**config.mk**
```make
export PLATFORM = sky130hd
export DESIGN_NAME = rtype_control_sequencer_flat
export DESIGN_NICKNAME = d
export VERILOG_FILES = /design/src/rtl/rtype_control_sequencer_pkg.sv /design/src/rtl/rtype_control_sequencer_if.sv /design/src/rtl/rtype_ir_decode.sv /design/src/rtl/rtype_control_sequencer.sv /design/src/flat_wrapper.sv
export SDC_FILE = /design/constraint.sdc
export NUM_CORES = 1
export LEC_CHECK = 0
export ABC_CLOCK_PERIOD_IN_PS = 2500
export CAP_MARGIN = 20
export CORE_MARGIN = 2
export CORE_UTILIZATION = 35
export CTS_BUF_LIST = sky130_fd_sc_hd__clkbuf_8 sky130_fd_sc_hd__clkbuf_16
export DETAILED_ROUTE_END_ITERATION = 12
export GPL_TIMING_DRIVEN = 0
export PLACE_DENSITY_LB_ADDON = 0.12
export REMOVE_ABC_BUFFERS = 1
export SYNTH_ARGS = -nofsm -noshare
export SYNTH_HDL_FRONTEND = slang
export SYNTH_SLANG_ARGS = --single-unit
```
**constraint.sdc**
```tcl
create_clock -name clk -period 2.5 [get_ports clk]
set_clock_uncertainty 0.1 [all_clocks]
set_input_delay 0.5 -clock clk [delete_from_list [all_inputs] [get_ports clk]]
set_output_delay 0.5 -clock clk [all_outputs]
set_load 0.01 [all_outputs]
```
**src/rtl/rtype_control_sequencer_pkg.sv**
```systemverilog
// Shared definitions for the R-type control sequencer.
// Contents: FSM state encodings, error codes, IR field positions, default opcode masks
// and a helper that sizes register-index fields.
package rtype_control_sequencer_pkg;

    // FSM state encodings
    localparam logic [3:0] StIdle = 4'd0;
    localparam logic [3:0] StT0   = 4'd1;
    localparam logic [3:0] StT1   = 4'd2;
    localparam logic [3:0] StT2   = 4'd3;
    localparam logic [3:0] StT3   = 4'd4;
    localparam logic [3:0] StT4   = 4'd5;
    localparam logic [3:0] StT5   = 4'd6;
    localparam logic [3:0] StT6   = 4'd7;
    localparam logic [3:0] StDone = 4'd8;

    // Completion status reported at DONE
    typedef enum logic [1:0] {
        ErrNone       = 2'd0,
        ErrIllegal    = 2'd1,
        ErrMemTimeout = 2'd2
    } err_e;

    // Opcode occupies the top bits of IR; register fields follow directly below it
    localparam int unsigned IrMsb = 31;

    localparam logic [31:0] DefLegalOpMask = 32'h0001_FFFF;
    localparam logic [31:0] DefWideOpMask  = 32'h0001_8000;

    // Bits needed to index n items (at least one bit)
    function automatic int unsigned field_width(input int unsigned n);
        return (n > 1) ? $clog2(n) : 1;
    endfunction

endpackage

```
**src/rtl/rtype_control_sequencer_if.sv**
```systemverilog
// Handshake and strobe bundle between the sequencer and its surroundings.
// master: the sequencer (takes start/mem_ready/ir_word, drives every strobe and status).
// slave : top-level control plus datapath (the opposite directions).
// Signals: start, mem_ready, ir_word[31:0]; reg_in/reg_out[NUM_REGS]; PC, memory, IR, Y, Z,
// LO/HI strobes; op_code[OP_W]; busy, done, error (err_e).
interface rtype_control_sequencer_if
    import rtype_control_sequencer_pkg::*;
#(
    parameter int unsigned NUM_REGS = 16,
    parameter int unsigned OP_W     = 5
);
    logic                start;
    logic                mem_ready;
    logic [31:0]         ir_word;
    logic [NUM_REGS-1:0] reg_in;
    logic [NUM_REGS-1:0] reg_out;
    logic                pc_out;
    logic                pc_in;
    logic                pc_increment;
    logic                mar_in;
    logic                mdr_in;
    logic                mdr_out;
    logic                read;
    logic                ir_in;
    logic                y_in;
    logic                zlow_in;
    logic                zhigh_in;
    logic                zlow_out;
    logic                zhigh_out;
    logic                lo_in;
    logic                hi_in;
    logic [OP_W-1:0]     op_code;
    logic                busy;
    logic                done;
    err_e                error;

    modport master (
        input  start, mem_ready, ir_word,
        output reg_in, reg_out, pc_out, pc_in, pc_increment, mar_in, mdr_in, mdr_out, read,
               ir_in, y_in, zlow_in, zhigh_in, zlow_out, zhigh_out, lo_in, hi_in, op_code,
               busy, done, error
    );

    modport slave (
        output start, mem_ready, ir_word,
        input  reg_in, reg_out, pc_out, pc_in, pc_increment, mar_in, mdr_in, mdr_out, read,
               ir_in, y_in, zlow_in, zhigh_in, zlow_out, zhigh_out, lo_in, hi_in, op_code,
               busy, done, error
    );

endinterface

```
**src/rtl/rtype_ir_decode.sv**
```systemverilog
// Combinational IR field decode.
// Ports: ir_word (in, 32) -> opcode (OP_W), ra_oh/rb_oh/rc_oh (NUM_REGS one-hot),
//        legal (opcode allowed and all register fields in range), wide (HI/LO result op).
module rtype_ir_decode
    import rtype_control_sequencer_pkg::*;
#(
    parameter int unsigned NUM_REGS      = 16,
    parameter int unsigned OP_W          = 5,
    parameter logic [31:0] LEGAL_OP_MASK = DefLegalOpMask,
    parameter logic [31:0] WIDE_OP_MASK  = DefWideOpMask
) (
    input  logic [31:0]         ir_word,
    output logic [OP_W-1:0]     opcode,
    output logic [NUM_REGS-1:0] ra_oh,
    output logic [NUM_REGS-1:0] rb_oh,
    output logic [NUM_REGS-1:0] rc_oh,
    output logic                legal,
    output logic                wide
);
    localparam int unsigned RegW = field_width(NUM_REGS);
    localparam int unsigned RaMsb = IrMsb - OP_W;
    localparam int unsigned RbMsb = RaMsb - RegW;
    localparam int unsigned RcMsb = RbMsb - RegW;
    localparam int unsigned LowW  = RcMsb + 1 - RegW;

    logic [RegW-1:0] ra, rb, rc;
    logic            op_ok, regs_ok;

    assign opcode = ir_word[IrMsb -: OP_W];
    assign ra     = ir_word[RaMsb -: RegW];
    assign rb     = ir_word[RbMsb -: RegW];
    assign rc     = ir_word[RcMsb -: RegW];

    // Out-of-range indices shift the one past the top and decode to no register
    assign ra_oh = NUM_REGS'(1) << ra;
    assign rb_oh = NUM_REGS'(1) << rb;
    assign rc_oh = NUM_REGS'(1) << rc;

    // Shift form keeps opcodes beyond bit 31 of the mask illegal instead of out of range
    assign op_ok   = ((LEGAL_OP_MASK >> opcode) & 32'd1) != 32'd0;
    assign wide    = ((WIDE_OP_MASK >> opcode) & 32'd1) != 32'd0;
    assign regs_ok = (32'(ra) < NUM_REGS) && (32'(rb) < NUM_REGS) && (32'(rc) < NUM_REGS);
    assign legal   = op_ok && regs_ok;

    generate
        if (LowW > 0) begin : g_low
            logic unused_ir_low;
            assign unused_ir_low = ^ir_word[LowW-1:0];
        end
    endgenerate

endmodule

```
**src/rtl/rtype_control_sequencer.sv**
```systemverilog
// Control-step generator: fetch (T0-T2) then R-type execute (T3-T5, T6 for HI/LO ops).
// Ports: clk, clr (async active-high reset), bus (master modport: start, mem_ready, ir_word in;
// register/PC/memory/IR/Y/Z/LO/HI strobes, op_code, busy, done, error out).
// Outputs are a decode of the state register; ir_word is the IR register output, so the
// register-select path is register-to-register through the field decode.
module rtype_control_sequencer
    import rtype_control_sequencer_pkg::*;
#(
    parameter int unsigned NUM_REGS      = 16,
    parameter int unsigned OP_W          = 5,
    parameter logic [31:0] LEGAL_OP_MASK = DefLegalOpMask,
    parameter logic [31:0] WIDE_OP_MASK  = DefWideOpMask,
    parameter int unsigned MEM_TIMEOUT   = 15
) (
    input logic                        clk,
    input logic                        clr,
    rtype_control_sequencer_if.master  bus
);
    localparam int unsigned CntW = field_width(MEM_TIMEOUT);
    localparam logic [CntW-1:0] WaitLast = CntW'(MEM_TIMEOUT - 1);

    logic [3:0]          state_q, state_d;
    logic [CntW-1:0]     wait_q, wait_d;
    err_e                error_q, error_d;

    logic [OP_W-1:0]     opcode;
    logic [NUM_REGS-1:0] ra_oh, rb_oh, rc_oh;
    logic                legal, wide;

    rtype_ir_decode #(
        .NUM_REGS      (NUM_REGS),
        .OP_W          (OP_W),
        .LEGAL_OP_MASK (LEGAL_OP_MASK),
        .WIDE_OP_MASK  (WIDE_OP_MASK)
    ) u_ir_decode (
        .ir_word (bus.ir_word),
        .opcode  (opcode),
        .ra_oh   (ra_oh),
        .rb_oh   (rb_oh),
        .rc_oh   (rc_oh),
        .legal   (legal),
        .wide    (wide)
    );

    always_comb begin
        state_d = state_q;
        wait_d  = '0;
        error_d = error_q;
        case (state_q)
            StIdle: begin
                if (bus.start) begin
                    state_d = StT0;
                    error_d = ErrNone;
                end
            end
            StT0: state_d = StT1;
            StT1: begin
                if (bus.mem_ready) begin
                    state_d = StT2;
                end else if (wait_q == WaitLast) begin
                    state_d = StDone;
                    error_d = ErrMemTimeout;
                end else begin
                    wait_d = wait_q + CntW'(1);
                end
            end
            StT2: state_d = StT3;
            StT3: begin
                if (legal) begin
                    state_d = StT4;
                end else begin
                    state_d = StDone;
                    error_d = ErrIllegal;
                end
            end
            StT4:    state_d = StT5;
            StT5:    state_d = wide ? StT6 : StDone;
            StT6:    state_d = StDone;
            StDone:  state_d = StIdle;
            default: state_d = StIdle;
        endcase
    end

    always_ff @(posedge clk or posedge clr) begin
        if (clr) begin
            state_q <= StIdle;
            wait_q  <= '0;
            error_q <= ErrNone;
        end else begin
            state_q <= state_d;
            wait_q  <= wait_d;
            error_q <= error_d;
        end
    end

    always_comb begin
        bus.reg_in       = '0;
        bus.reg_out      = '0;
        bus.pc_out       = 1'b0;
        bus.pc_in        = 1'b0;
        bus.pc_increment = 1'b0;
        bus.mar_in       = 1'b0;
        bus.mdr_in       = 1'b0;
        bus.mdr_out      = 1'b0;
        bus.read         = 1'b0;
        bus.ir_in        = 1'b0;
        bus.y_in         = 1'b0;
        bus.zlow_in      = 1'b0;
        bus.zhigh_in     = 1'b0;
        bus.zlow_out     = 1'b0;
        bus.zhigh_out    = 1'b0;
        bus.lo_in        = 1'b0;
        bus.hi_in        = 1'b0;
        bus.op_code      = '0;
        bus.done         = 1'b0;
        case (state_q)
            StT0: begin
                bus.pc_out       = 1'b1;
                bus.pc_increment = 1'b1;
                bus.mar_in       = 1'b1;
                bus.zlow_in      = 1'b1;
                bus.zhigh_in     = 1'b1;
            end
            StT1: begin
                bus.zlow_out = 1'b1;
                // Load PC+1 only once; a stall must not reload it
                bus.pc_in    = (wait_q == '0);
                bus.read     = 1'b1;
                bus.mdr_in   = 1'b1;
            end
            StT2: begin
                bus.mdr_out = 1'b1;
                bus.ir_in   = 1'b1;
            end
            StT3: begin
                bus.reg_out = rb_oh;
                bus.y_in    = 1'b1;
            end
            StT4: begin
                bus.reg_out  = rc_oh;
                bus.zlow_in  = 1'b1;
                bus.zhigh_in = 1'b1;
                bus.op_code  = opcode;
            end
            StT5: begin
                bus.zlow_out = 1'b1;
                if (wide) begin
                    bus.lo_in = 1'b1;
                end else begin
                    bus.reg_in = ra_oh;
                end
            end
            StT6: begin
                bus.zhigh_out = 1'b1;
                bus.hi_in     = 1'b1;
            end
            StDone:  bus.done = 1'b1;
            default: ;
        endcase
    end

    assign bus.busy  = (state_q != StIdle);
    assign bus.error = error_q;

endmodule

```
**src/flat_wrapper.sv**
```systemverilog
// flat-port wrapper written by rule: the top's interface ports become plain ports
module rtype_control_sequencer_flat import rtype_control_sequencer_pkg::*;
#(
    parameter int unsigned NUM_REGS      = 16,
    parameter int unsigned OP_W          = 5,
    parameter logic [31:0] LEGAL_OP_MASK = DefLegalOpMask,
    parameter logic [31:0] WIDE_OP_MASK  = DefWideOpMask,
    parameter int unsigned MEM_TIMEOUT   = 15
)
  (clk, clr, bus_start, bus_mem_ready, bus_ir_word, bus_reg_in, bus_reg_out, bus_pc_out, bus_pc_in, bus_pc_increment, bus_mar_in, bus_mdr_in, bus_mdr_out, bus_read, bus_ir_in, bus_y_in, bus_zlow_in, bus_zhigh_in, bus_zlow_out, bus_zhigh_out, bus_lo_in, bus_hi_in, bus_op_code, bus_busy, bus_done, bus_error);
  rtype_control_sequencer_if #(.NUM_REGS(NUM_REGS), .OP_W(OP_W)) bus_i ();
  input logic clk;
  input logic clr;
  input wire logic [$bits(bus_i.start)-1:0] bus_start;
  input wire logic [$bits(bus_i.mem_ready)-1:0] bus_mem_ready;
  input wire logic [$bits(bus_i.ir_word)-1:0] bus_ir_word;
  output wire logic [$bits(bus_i.reg_in)-1:0] bus_reg_in;
  output wire logic [$bits(bus_i.reg_out)-1:0] bus_reg_out;
  output wire logic [$bits(bus_i.pc_out)-1:0] bus_pc_out;
  output wire logic [$bits(bus_i.pc_in)-1:0] bus_pc_in;
  output wire logic [$bits(bus_i.pc_increment)-1:0] bus_pc_increment;
  output wire logic [$bits(bus_i.mar_in)-1:0] bus_mar_in;
  output wire logic [$bits(bus_i.mdr_in)-1:0] bus_mdr_in;
  output wire logic [$bits(bus_i.mdr_out)-1:0] bus_mdr_out;
  output wire logic [$bits(bus_i.read)-1:0] bus_read;
  output wire logic [$bits(bus_i.ir_in)-1:0] bus_ir_in;
  output wire logic [$bits(bus_i.y_in)-1:0] bus_y_in;
  output wire logic [$bits(bus_i.zlow_in)-1:0] bus_zlow_in;
  output wire logic [$bits(bus_i.zhigh_in)-1:0] bus_zhigh_in;
  output wire logic [$bits(bus_i.zlow_out)-1:0] bus_zlow_out;
  output wire logic [$bits(bus_i.zhigh_out)-1:0] bus_zhigh_out;
  output wire logic [$bits(bus_i.lo_in)-1:0] bus_lo_in;
  output wire logic [$bits(bus_i.hi_in)-1:0] bus_hi_in;
  output wire logic [$bits(bus_i.op_code)-1:0] bus_op_code;
  output wire logic [$bits(bus_i.busy)-1:0] bus_busy;
  output wire logic [$bits(bus_i.done)-1:0] bus_done;
  output wire logic [$bits(bus_i.error)-1:0] bus_error;
  assign bus_i.start = bus_start;
  assign bus_i.mem_ready = bus_mem_ready;
  assign bus_i.ir_word = bus_ir_word;
  assign bus_reg_in = bus_i.reg_in;
  assign bus_reg_out = bus_i.reg_out;
  assign bus_pc_out = bus_i.pc_out;
  assign bus_pc_in = bus_i.pc_in;
  assign bus_pc_increment = bus_i.pc_increment;
  assign bus_mar_in = bus_i.mar_in;
  assign bus_mdr_in = bus_i.mdr_in;
  assign bus_mdr_out = bus_i.mdr_out;
  assign bus_read = bus_i.read;
  assign bus_ir_in = bus_i.ir_in;
  assign bus_y_in = bus_i.y_in;
  assign bus_zlow_in = bus_i.zlow_in;
  assign bus_zhigh_in = bus_i.zhigh_in;
  assign bus_zlow_out = bus_i.zlow_out;
  assign bus_zhigh_out = bus_i.zhigh_out;
  assign bus_lo_in = bus_i.lo_in;
  assign bus_hi_in = bus_i.hi_in;
  assign bus_op_code = bus_i.op_code;
  assign bus_busy = bus_i.busy;
  assign bus_done = bus_i.done;
  assign bus_error = bus_i.error;
  rtype_control_sequencer #(.NUM_REGS(NUM_REGS), .OP_W(OP_W), .LEGAL_OP_MASK(LEGAL_OP_MASK), .WIDE_OP_MASK(WIDE_OP_MASK), .MEM_TIMEOUT(MEM_TIMEOUT)) u_core (.clk(clk), .clr(clr), .bus(bus_i));
endmodule
```
==> summary.md <==
| Metric | Value |
|---|---|
| Status | `finished with violations` |
| Failing checks | `negative setup slack` |
| Pwr Density | `672 nW/µm²` |
| Largest net degree at the start of global routing | `11` |
| Clock-pin transition on the worst setup and hold timing paths | `50 ps` |
| Vias after detailed routing | `1642` |
| Die H | `64.2 µm` |
| Fill cell count | `285` |
| CTS buffer count | `3` |
| Worst EP required | `1900 ps` |
| DR vias/cell | `5.21` |
| Cell row count | `21` |
| Static Leak | `1.20 nW` |
| Yosys cell types | `42` |
| CP max stage cell | `dfrtp_2` |
| Number of synthesized register bits | `10` |
| Pre-CTS setup slack | `-906 ps` |
| First-pass GRT wire length | `7490 µm` |
| Number of diodes | `0` |
| Number of synthesized flops with an enable pin | `0` |
| Synth Cell Area | `1270 µm²` |
| Syn avg cell area | `7.68 µm²` |
| Multi-input gate area | `1100 µm²` |
| Core Region | `3420 µm²` |
| Avg WL per Cell | `15.1 µm` |
| Post-DP HPWL | `2810 µm` |
| Post-synth ARST share | `100%` |
| Arrival @ worst endpoint | `2030 ps` |
| DR iter-0 viols | `57` |
| Dpl cells | `274` |
| Overflow after GRT | `0` |
| Synthesis-to-layout area growth | `89.3%` |
| Pwr Total | `1.61 mW` |
| Peak supply drop | `0.521 mV` |
| Htree depth | `1` |
| Fmax | `381 MHz` |
| RSZ-0062 raised after global routing | `yes` |
| Placer Congestion | `0.835` |
| Crit path kind | `reg -> out` |
| Worst setup margin | `-127 ps` |
| Number of hold violations in the final report | `0` |
| Layout Cells excl Fill | `315` |
| Hold Crit Class | `reg -> reg` |
| CP most frequent cell | `buf_6` |
| Slew at the pin closest to its max-slew limit | `760 ps` |
| CP Launch Type | `flip-flop` |
| Worst Path Max Fanout | `3` |
| Worst-Skew Late Latency | `240 ps` |
| Seq/Total Area, Yosys | `19.7%` |
| # DRC | `0` |
| Area share of the largest cell type after synthesis | `19.7%` |
| Antenna Nets Post-Route | `0` |
| Crit path capture type | `output pin` |
| Slew Limit Fails | `0` |
| Yosys Warn Count | `0` |
| Buffers on Ports | `76` |
| Gr usage total | `22.4%` |
| Starting Density | `37.1%` |
| Worst slew margin | `48.7%` |
| Fin util | `70.3%` |
| Largest cells by area after synthesis | `dfrtp_1 20%, nor2_1 8.9%, nor3_2 6.3%, mux2i_1 5.5%, nand2b_1 5.4%` |
| First-pass DRT Iterations | `4` |
| Worst path max stage delay | `440 ps` |
| Worst-path cell chain | `nor4bb_4 -> buf_4 -> buf_6 -> mux2i_4 -> buf_6 -> buf_6 -> nor2_4 -> buf_6` |
| Biggest area consumer among synthesized cells | `dfrtp_1` |
| I/O Pins | `92` |
| Mapped Cells | `165` |
| Main flop type after synthesis | `dfrtp_1` |
| Initial antenna violation count | `0` |
| Vias in the first global route | `1599` |
| # setup viols final | `15` |
| Layout net count | `310` |
| Max-cap violation count | `0` |
| CTS max path bufs | `2` |
| Die Footprint | `4120 µm²` |
| Root Driver | `clkbuf_8` |
| Clock sinks | `10` |
| Share of layout cells above drive strength 1 | `44.6%` |
| Final period utilization | `105%` |
| Die W | `64.2 µm` |
| CTS tree | `built` |
| Register Area | `255 µm²` |
| Routed WL | `4760 µm` |
| Fin crit period | `2630 ps` |
## cell usage in the layout, fill, tap and decap left out, types with 5 or more instances in the layout
cell and instances:
buf_6 8, nor3_1 6, dlymetal6s2s_1 9, dlygate4sd2_1 19, nor2_1 25, nand2_1 17, dfrtp_1 6, clkbuf_2 6
clkdlybuf4s50_1 17, nor3_2 10, nand2b_1 7, buf_4 30, buf_2 22, and2_1 5
## worst max-delay path, delay by kind of cell (launching register included)
kind | cells | cell delay [ps]
buffers and inverters | 5 | 660
AND/OR/NAND/NOR | 2 | 450
multiplexers | 1 | 250
flip-flops | 1 | 440
## Yosys cell counts (all sizes together), types with 2 or more instances
| master | n |
|---|---|
| mux2 | 3 |
| dfrtp | 10 |
| nand3 | 4 |
| buf | 12 |
| nand2 | 17 |
| nor2 | 31 |
| nor2b | 3 |
| ha | 3 |
| and3 | 2 |
| o31ai | 2 |
| nor3 | 18 |
| nand2b | 11 |
| mux2i | 7 |
| nor4 | 7 |
| a31oi | 2 |
| and2 | 5 |
| inv | 5 |
| o21ai | 3 |
| or2 | 2 |
| a21oi | 4 |
## power breakdown
part           internal (mW)  total, mW  leakage [nW]  switching, mW
Combinational          0.584       1.19          1.05          0.603
Clock                  0.105      0.169        0.0216         0.0638
Sequential             0.205      0.256         0.129         0.0503
## through the flow
stage	hold WS, ps	instance area [µm²]	setup TNS, ps
global route	404	2400	-2880
CTS	386	2320	-91.8
floorplan	240	1160	0
finish	391	2400	-1080
detailed placement	380	1980	-23460
global placement	368	1980	-22350
## worst paths after layout
path | startpoint | end | slack (ps) | cells past startpoint
worst max-delay path | u_core.state_q[1] | bus_reg_out[3] | -130 | 8
worst min-delay path | u_core.wait_q[0] | u_core.wait_q[0] | 390 | 1
worst max register to register | u_core.state_q[1] | u_core.state_q[3] | 510 | 8
worst min register to register | u_core.wait_q[0] | u_core.wait_q[0] | 390 | 1
max in group asynchronous | clr | u_core.state_q[2] | 1550 | 2
min in group asynchronous | clr | u_core.bus.error[0] | 440 | 2
## cells by family (layout without fill, tap and decap cells)
family,after synthesis,in the layout,share of synthesized area [%]
AO/OA/AOI/OAI,17,17,9.08
XOR/XNOR,2,2,1.38
adder cells (fa/ha/maj),3,3,2.96
buffers and inverters,18,121,10.2
flip-flops,10,10,19.7
multiplexers,10,10,8.49
AND/OR/NAND/NOR,105,106,48.2
## per-layer routing
layer	GRT usage (%)	up-vias	routed length, µm
li1	-	782	-
met5	0	-	0
met4	5.85	0	139
met3	5.28	14	395
met2	39.6	80	2380
met1	27.2	766	1840
## registers in the layout (all words and copies together), names as in the netlist
| register | cells |
|---|---|
| u_core.bus.error | 2 |
| u_core.state_q | 4 |
| u_core.wait_q | 4 |
## layout make-up
cell class                 count  area share (%)
tap                           46            2.40
timing repair buffer         113            38.6
multi-input combinational    138            45.7
inverter                       5           0.938
clock buffer                   3            1.72
sequential                    10            10.6
## what timing repair did
action | CTS | global route
pin swaps | 5 | 3
gates resized for setup | 165 | 33
hold buffers | 0 | 0
setup endpoints to repair | 41 | 43
setup buffers | 33 | 4
cloned | 1 | 0
(Power assumes the default switching activity.)
